### src/rtl/sram_port_arbiter_if.sv
// sram_port_arbiter_if: request/response channels of two requesters plus the shared RAM port.
// The slave modport is the arbiter's view; master is the complementary client/RAM side.
interface sram_port_arbiter_if #(
    parameter int DW = 8,
    parameter int AW = 4
);
    logic          r0_valid;
    logic          r0_ready;
    logic          r0_we;
    logic [AW-1:0] r0_addr;
    logic [DW-1:0] r0_wdata;
    logic          r0_rvalid;
    logic [DW-1:0] r0_rdata;
    logic          r1_valid;
    logic          r1_ready;
    logic          r1_we;
    logic [AW-1:0] r1_addr;
    logic [DW-1:0] r1_wdata;
    logic          r1_rvalid;
    logic [DW-1:0] r1_rdata;
    logic          ram_we;
    logic [AW-1:0] ram_addr;
    logic [DW-1:0] ram_wdata;
    logic [DW-1:0] ram_rdata;

    modport slave (
        input  r0_valid, r0_we, r0_addr, r0_wdata,
        output r0_ready, r0_rvalid, r0_rdata,
        input  r1_valid, r1_we, r1_addr, r1_wdata,
        output r1_ready, r1_rvalid, r1_rdata,
        output ram_we, ram_addr, ram_wdata,
        input  ram_rdata
    );

    modport master (
        output r0_valid, r0_we, r0_addr, r0_wdata,
        input  r0_ready, r0_rvalid, r0_rdata,
        output r1_valid, r1_we, r1_addr, r1_wdata,
        input  r1_ready, r1_rvalid, r1_rdata,
        input  ram_we, ram_addr, ram_wdata,
        output ram_rdata
    );
endinterface

### src/rtl/sram_port_arbiter.sv
// sram_port_arbiter: grants one of two requesters per cycle onto a single-port RAM, registered read return.
// Define ARB_FIXED_PRIORITY_EN for fixed priority (requester 0 wins contention); default is round-robin.
module sram_port_arbiter #(
    parameter int DW = 8,
    parameter int AW = 4
) (
    input  logic               clk,
    input  logic               rst_n,
    sram_port_arbiter_if.slave bus
);
    logic          w_g0;
    logic          w_g1;
    logic          w_rd0;
    logic          w_rd1;
    logic [AW-1:0] w_addr;
    logic [DW-1:0] w_wdata;
    logic          r_rvalid0;
    logic          r_rvalid1;
    logic [DW-1:0] r_rdata0;
    logic [DW-1:0] r_rdata1;

`ifdef ARB_FIXED_PRIORITY_EN
    assign w_g0 = rst_n && bus.r0_valid;
    assign w_g1 = rst_n && bus.r1_valid && !bus.r0_valid;
`else
    logic r_last_grant;
    // Under contention the requester that was not granted last wins.
    assign w_g0 = rst_n && bus.r0_valid && (!bus.r1_valid || r_last_grant);
    assign w_g1 = rst_n && bus.r1_valid && (!bus.r0_valid || !r_last_grant);
    always_ff @(posedge clk or negedge rst_n) begin
        if (!rst_n)
            r_last_grant <= 1'b1;
        else if (w_g0 || w_g1)
            r_last_grant <= w_g1;
    end
`endif

    assign w_rd0   = w_g0 && !bus.r0_we;
    assign w_rd1   = w_g1 && !bus.r1_we;
    assign w_addr  = w_g0 ? bus.r0_addr  : w_g1 ? bus.r1_addr  : '0;
    assign w_wdata = w_g0 ? bus.r0_wdata : w_g1 ? bus.r1_wdata : '0;

    assign bus.r0_ready  = w_g0;
    assign bus.r1_ready  = w_g1;
    assign bus.ram_we    = (w_g0 && bus.r0_we) || (w_g1 && bus.r1_we);
    assign bus.ram_addr  = w_addr;
    assign bus.ram_wdata = w_wdata;
    assign bus.r0_rvalid = r_rvalid0;
    assign bus.r1_rvalid = r_rvalid1;
    assign bus.r0_rdata  = r_rdata0;
    assign bus.r1_rdata  = r_rdata1;

    // RAM read is combinational, so the accepting edge captures the addressed word directly.
    always_ff @(posedge clk or negedge rst_n) begin
        if (!rst_n) begin
            r_rvalid0 <= 1'b0;
            r_rvalid1 <= 1'b0;
            r_rdata0  <= '0;
            r_rdata1  <= '0;
        end else begin
            r_rvalid0 <= w_rd0;
            r_rvalid1 <= w_rd1;
            if (w_rd0)
                r_rdata0 <= bus.ram_rdata;
            if (w_rd1)
                r_rdata1 <= bus.ram_rdata;
        end
    end
endmodule
### src/flat_wrapper.sv
// flat-port wrapper written by rule: the top's interface ports become plain ports
module sram_port_arbiter_flat 
#(
    parameter int DW = 8,
    parameter int AW = 4
)
  (clk, rst_n, bus_r0_valid, bus_r0_we, bus_r0_addr, bus_r0_wdata, bus_r0_ready, bus_r0_rvalid, bus_r0_rdata, bus_r1_valid, bus_r1_we, bus_r1_addr, bus_r1_wdata, bus_r1_ready, bus_r1_rvalid, bus_r1_rdata, bus_ram_we, bus_ram_addr, bus_ram_wdata, bus_ram_rdata);
  sram_port_arbiter_if #(.DW(DW), .AW(AW)) bus_i ();
  input  logic clk;
  input  logic rst_n;
  input wire logic [$bits(bus_i.r0_valid)-1:0] bus_r0_valid;
  input wire logic [$bits(bus_i.r0_we)-1:0] bus_r0_we;
  input wire logic [$bits(bus_i.r0_addr)-1:0] bus_r0_addr;
  input wire logic [$bits(bus_i.r0_wdata)-1:0] bus_r0_wdata;
  output wire logic [$bits(bus_i.r0_ready)-1:0] bus_r0_ready;
  output wire logic [$bits(bus_i.r0_rvalid)-1:0] bus_r0_rvalid;
  output wire logic [$bits(bus_i.r0_rdata)-1:0] bus_r0_rdata;
  input wire logic [$bits(bus_i.r1_valid)-1:0] bus_r1_valid;
  input wire logic [$bits(bus_i.r1_we)-1:0] bus_r1_we;
  input wire logic [$bits(bus_i.r1_addr)-1:0] bus_r1_addr;
  input wire logic [$bits(bus_i.r1_wdata)-1:0] bus_r1_wdata;
  output wire logic [$bits(bus_i.r1_ready)-1:0] bus_r1_ready;
  output wire logic [$bits(bus_i.r1_rvalid)-1:0] bus_r1_rvalid;
  output wire logic [$bits(bus_i.r1_rdata)-1:0] bus_r1_rdata;
  output wire logic [$bits(bus_i.ram_we)-1:0] bus_ram_we;
  output wire logic [$bits(bus_i.ram_addr)-1:0] bus_ram_addr;
  output wire logic [$bits(bus_i.ram_wdata)-1:0] bus_ram_wdata;
  input wire logic [$bits(bus_i.ram_rdata)-1:0] bus_ram_rdata;
  assign bus_i.r0_valid = bus_r0_valid;
  assign bus_i.r0_we = bus_r0_we;
  assign bus_i.r0_addr = bus_r0_addr;
  assign bus_i.r0_wdata = bus_r0_wdata;
  assign bus_r0_ready = bus_i.r0_ready;
  assign bus_r0_rvalid = bus_i.r0_rvalid;
  assign bus_r0_rdata = bus_i.r0_rdata;
  assign bus_i.r1_valid = bus_r1_valid;
  assign bus_i.r1_we = bus_r1_we;
  assign bus_i.r1_addr = bus_r1_addr;
  assign bus_i.r1_wdata = bus_r1_wdata;
  assign bus_r1_ready = bus_i.r1_ready;
  assign bus_r1_rvalid = bus_i.r1_rvalid;
  assign bus_r1_rdata = bus_i.r1_rdata;
  assign bus_ram_we = bus_i.ram_we;
  assign bus_ram_addr = bus_i.ram_addr;
  assign bus_ram_wdata = bus_i.ram_wdata;
  assign bus_i.ram_rdata = bus_ram_rdata;
  sram_port_arbiter #(.DW(DW), .AW(AW)) u_core (.clk(clk), .rst_n(rst_n), .bus(bus_i));
endmodule
### config.mk
export PLATFORM = sky130hd
export DESIGN_NAME = sram_port_arbiter_flat
export DESIGN_NICKNAME = d
export VERILOG_FILES = /design/src/rtl/sram_port_arbiter_if.sv /design/src/rtl/sram_port_arbiter.sv /design/src/flat_wrapper.sv
export SDC_FILE = /design/constraint.sdc
export NUM_CORES = 1
export LEC_CHECK = 0
export BUFFER_PORTS_ARGS = -buffer_cell sky130_fd_sc_hd__buf_2
export CAP_MARGIN = 40
export CORE_UTILIZATION = 35
export DETAILED_ROUTE_END_ITERATION = 12
export PLACE_DENSITY = 0.8
export SYNTH_ARGS = -nofsm -noshare
export SYNTH_HDL_FRONTEND = slang
export SYNTH_SLANG_ARGS = --single-unit
### constraint.sdc
create_clock -name clk -period 1.6 [get_ports clk]
set_input_delay 0.16 -clock clk [delete_from_list [all_inputs] [get_ports clk]]
set_output_delay 0.16 -clock clk [all_outputs]
set_load 0.02 [all_outputs]
# --- After elaboration in Yosys (flattened, before gate mapping) ---
# Cells that the tools add are included.
totals:
  out_inout_bits: 33
  regBits: 19
  mem_count: 0
  ram_bits: 0
  rom_bits: 0
  latch_bits: 0
  inputBits: 38
  word_cells: 26
op_classes:
  n_lt_le_gt_ge: 0
  eq_ne: 0
  div: 0
  mul: 0
  n_reduce_logical: 17
  bitwise_logic: 0
  add_sub_neg: 0
  n_shift: 0
  mux: 4
ops:
  columns: ["cell", "n"]
  rows:
  - ["2-to-1 mux 8 bit", 2]
  - ["logical AND 1 bit", 8]
  - ["2-to-1 mux 4 bit", 2]
  - ["logical NOT 1 bit", 5]
  - ["logical OR 1 bit", 4]

# --- Depth between registers and ports, before layout ---
depth:
  word_depth: 5
  depth_mapped: 4
  mapped_depth_nobuf: 3

# --- Least setup slack after synthesis ---
# Ideal clock, no wire load.
synth_path:
  kind: "register -> output"
  from: "reg u_core.r_last_grant"
  to: "out bus_ram_addr[0]"
  path_stages_with_launch: 5
  slack_ps: 48
  t_arrival_ps: 1392
  n_path_buf: 1
  t_required_ps: 1440
  cell_sequence: "dfstp_2 > nor2b_1 > nor2_1 > buf_2 > a22o_1"
synth_between:
  elab_cells_between_ends: 7
  classes_between: "mux (2); reduce/logical (5)"
synth_lines:
  columns: ["item", "line", "text"]
  rows:
  - ["start: declaration", "sram_port_arbiter.sv:26", "logic r_last_grant;"]
  - ["start signal: assignment", "sram_port_arbiter.sv:34", "r_last_grant <= w_g1;"]
  - ["logical OR 1 bit", "sram_port_arbiter.sv:28", "assign w_g0 = rst_n && bus.r0_valid && (!bus.r1_valid || r_last_grant);"]
  - ["logical AND 1 bit", "sram_port_arbiter.sv:28", null]
  - ["named net bus_r0_ready", "flat_wrapper.sv:15", "output wire logic [$bits(bus_i.r0_ready)-1:0] bus_r0_ready;"]
  - ["2-to-1 mux 4 bit", "sram_port_arbiter.sv:40", "assign w_addr = w_g0 ? bus.r0_addr : w_g1 ? bus.r1_addr : '0;"]
  - ["end: declaration", "flat_wrapper.sv:26", "output wire logic [$bits(bus_i.ram_addr)-1:0] bus_ram_addr;"]
# The timed path passes the listed nets, and every way through them passes these cells.

# --- Final worst setup path ---
layout_path:
  from: "reg u_core.r_last_grant"
  to: "out bus_ram_addr[0]"
layout_between:
  elab_chain_len: 5
  elab_cells_between_ends: 7
  classes_between: "mux (2); reduce/logical (5)"
layout_rtl:
  columns: ["item", "line", "text"]
  rows:
  - ["logical NOT 1 bit", "sram_port_arbiter.sv:29", "assign w_g1 = rst_n && bus.r1_valid && (!bus.r0_valid || !r_last_grant);"]
  - ["logical OR 1 bit", "sram_port_arbiter.sv:29", null]
  - ["logical AND 1 bit", "sram_port_arbiter.sv:29", null]
  - ["2-to-1 mux 4 bit", "sram_port_arbiter.sv:40", null]
  - ["2-to-1 mux 4 bit (*)", "sram_port_arbiter.sv:40", null]
# Mark *: on every way between the ends. The rest lies on a longest branch, timed or not.

==> results.txt <==
The flow ran to the end, but the final reports show violations. The final reports fail on negative setup slack. In this design, the largest share of critical-path delay is due to flip-flops.

The via count is between 800 and 900. After synthesis, the largest area contributor takes up 52.94% of total cell area. The peak supply drop came out at 0.8491 mV. The master of the slowest instance on the critical path is dfstp_2. The first-iteration detailed-routing DRC count is 3. The number of warning messages in the yosys log is 0. The net switching power of the design is 539.4 uW. The synthesized area per cell is ~14 um2.

The number of storage elements in the synthesis netlist came out at 19. The number of library cell types mapped by synthesis came out at 13. In this design, the critical path's most frequently occurring cell is buf_6. The core region is about 2300 um2. The die covers 2632 um2. The count of endpoints failing hold in the final timing report is 0. The share of power burned in combinational logic came out at a little over two fifths. The count of nets left with antenna violations after detail routing is 0. Yosys instantiated no cell more often than dfrtp_1. The post-CTS clock slew at the launch and capture registers of the worst setup and hold paths came out at 0.10 ns. The relative contribution of sequential cells to total power came out at 42.6%. The cell-internal power is ~1000 uW.

Setup violations remaining at the end of the flow were counted as 13. From synthesis to final layout, the design area changed by 75.15%. The total length of routed wires came out at between 2000 and 3000 um.

Of all cell types, the one taking the most synthesized area is dfrtp_1. The share of post-route cells with drive strength above 1 came out at 73.76%. The die outline width is 51.31 um.

The worst setup path is captured at an output pin. The longest individual stage delay on the worst path is about 0.63 ns. The final-report max-slew violation count is 0. TritonCTS built the clock tree. The total standard cell area after synthesis is 850.8 um2. The smallest clock period supported by the final layout is computed as 1.689 ns. Headroom to the max-slew limit came out at 47.67%.

In this run the critical register-to-register path is launched from u_core.r_last_grant. The count of max-cap constraint violations is 0. By count the netlist is led by 18 x dfrtp_1, 16 x mux2_2, 13 x a22o_1. The final-layout fill cell count is 179. STA classifies the critical path startpoint as a register. The final setup slack of the worst path came out at -0.08895 ns. The worst hold slack is ~0.10 ns.

The final setup TNS came out at -0.7041 ns. The signal on the critical path passes through nor2b_4 -> nor2_4 -> buf_6 -> a22o_1 -> buf_6. The async set or reset register ratio after synthesis is 100.0%. Cells fill 66.09% of the core in the end. In this run, CTS created clock tree buffers numbering 3.

Setup repair after global routing could not meet its margin everywhere. The insertion delay to the later sink of the worst-skew pair came out at 0.29 ns. The buffer and inverter count on the worst path is 2. The number of iterations in the first detailed-routing pass is 4.

In the post-synthesis netlist, the biggest area contributors are dfrtp_1 53%, mux2_2 21%, a22o_1 13%. The fraction of the yosys area taken by sequential cells came out at 56.03%. The maximum count of clock buffers along a single path came out at 2. Port buffering added 70 buffers. The startpoint-to-endpoint class of the critical path is register to output pin. The actual transition at the worst max-transition pin came out at around 0.78 ns. The post-synth net total is 97. The worst hold path belongs to the class input port to register.

In this run the worst setup path begins at u_core.r_last_grant. The launch instance of the worst min-delay path is bus_ram_rdata[5]. The total half-perimeter wirelength after legalization and detailed placement came out at 1785 um. The effective utilization at floorplan is a little under two fifths. The clock net in this run drives a total of 19 sinks.

CTS built an H-tree with a depth of 1. The maximum number of pins on one net before global-route repair came out at 19. The total overflow reported by the global router is 0. The antenna diode count came out at 0. 71 I/O pins were placed.

After layout, the worst path uses 105.6% of the clock period. Dividing the detail-routed wire length by the instance count gives 15.08 um. The residual DRC count came out at 0. Synthesis produced 59 cells. Net switching is 34.87% of the power. The average vias per placed instance came out at 5.047. The number of flops mapped to enable cells by yosys is 0. The total chip power came out at between 1500 and 2000 uW. The floorplan has 17 rows. The number of antenna violations at the first check in global routing came out at 0. Of all nets on the critical path, the largest fanout is 7.

The leakage power figure is 0.0007680 uW. The required time reported for the critical path endpoint is 1.44 ns. In this run the clock root is driven by a clkbuf_4.

The clock skew is 0.003428 ns. The highest attainable clock frequency came out at about 600 MHz. The global-route usage over all layers is approximately a fifth. Among all flip-flop cells after synthesis, the most frequent one is dfrtp_1. The worst path arrival time came out at around 1.5 ns. The clock network is responsible for 15.3% of the overall power. In this run the vertical extent of the chip is 51.31 um. The number of nets in the layout is 180. The number of global-route vias before repair is 909. The total power per unit cell area is 1038 nW/um2. The routability congestion estimate from global placement came out at 0.6734.

The wire length of the first global-routing pass came out at 3822 um.
## cells in the final DEF (no fill, tap or decap), types with 2 or more instances in the layout
master	Yosys	final
mux2_4	0	8
nand2_1	2	2
buf_6	0	15
mux2_2	16	8
buf_2	2	57
dlygate4sd3_1	0	2
clkbuf_4	0	3
a22o_1	13	13
buf_4	0	5
dfrtp_1	18	18
## stage by stage
stage               worst slack (ns)  instances  instance area (um2)
finish                      -0.08895        169                 1490
global route                 -0.1253        169                 1490
CTS                          -0.1411        168                 1456
detailed placement           -0.1419        160                 1276
global placement            -0.08424        160                 1276
floorplan                    0.04832         59                850.8
## power groups by stage
stage               Clock [uW]  Combinational, uW  Sequential, uW
floorplan                    0                190             790
global placement             0                539             650
detailed placement           0                553             663
CTS                        242                633             663
global route               265                689             673
finish                     236                652             658
## kinds of logic (layout without fill, tap and decap cells)
kind of cell,count (synthesis),after routing,synth area share (%)
multiplexers,16,16,21.18
AND/OR/NAND/NOR,6,6,4.707
buffers and inverters,2,84,1.177
flip-flops,19,19,56.03
AO/OA/AOI/OAI,16,16,16.91
## state kept, by name, indices dropped and copies added (netlist names)
| name | cells |
|---|---|
| u_core.bus.r0_rdata | 8 |
| u_core.bus.r0_rvalid | 1 |
| u_core.bus.r1_rdata | 8 |
| u_core.bus.r1_rvalid | 1 |
| u_core.r_last_grant | 1 |
## worst paths after layout
path / cells past startpoint / endpoint / slack, ns
setup / recovery: 5 / bus_ram_addr[0] / -0.09
hold / removal: 2 / u_core.bus.r0_rdata[5] / 0.10
setup reg to reg: 5 / u_core.bus.r0_rdata[6] / 0.03
hold reg to reg: 1 / u_core.bus.r0_rdata[5] / 0.51
max in group asynchronous: 3 / u_core.bus.r0_rdata[0] / 0.51
min in group asynchronous: 3 / u_core.r_last_grant / 0.46
## layer usage
layer / global-route usage [%] / vias to the layer above / wire [um]
met5: 0 / - / 0
met4: 8.108 / 0 / 42
met3: 5.952 / 6 / 291
met2: 37.94 / 54 / 1280
met1: 19.55 / 404 / 934
li1: - / 389 / -
## what timing repair did
item	in CTS	in global routing
hold endpoints to repair	18	0
setup endpoints to repair	15	22
gates resized for setup	36	7
gates cloned	1	0
pin swaps	5	6
hold buffers	2	0
buffers inserted	1	1
## layout make-up
type | count | area (um2) | area share (%)
multi-input combinational | 38 | 420.4 | 28.21
sequential | 19 | 476.7 | 31.99
clock buffer | 4 | 26.28 | 1.763
timing repair buffer | 80 | 531.8 | 35.68
tap | 28 | 35.03 | 2.351
No activity file was read; power rests on OpenSTA's default activity.
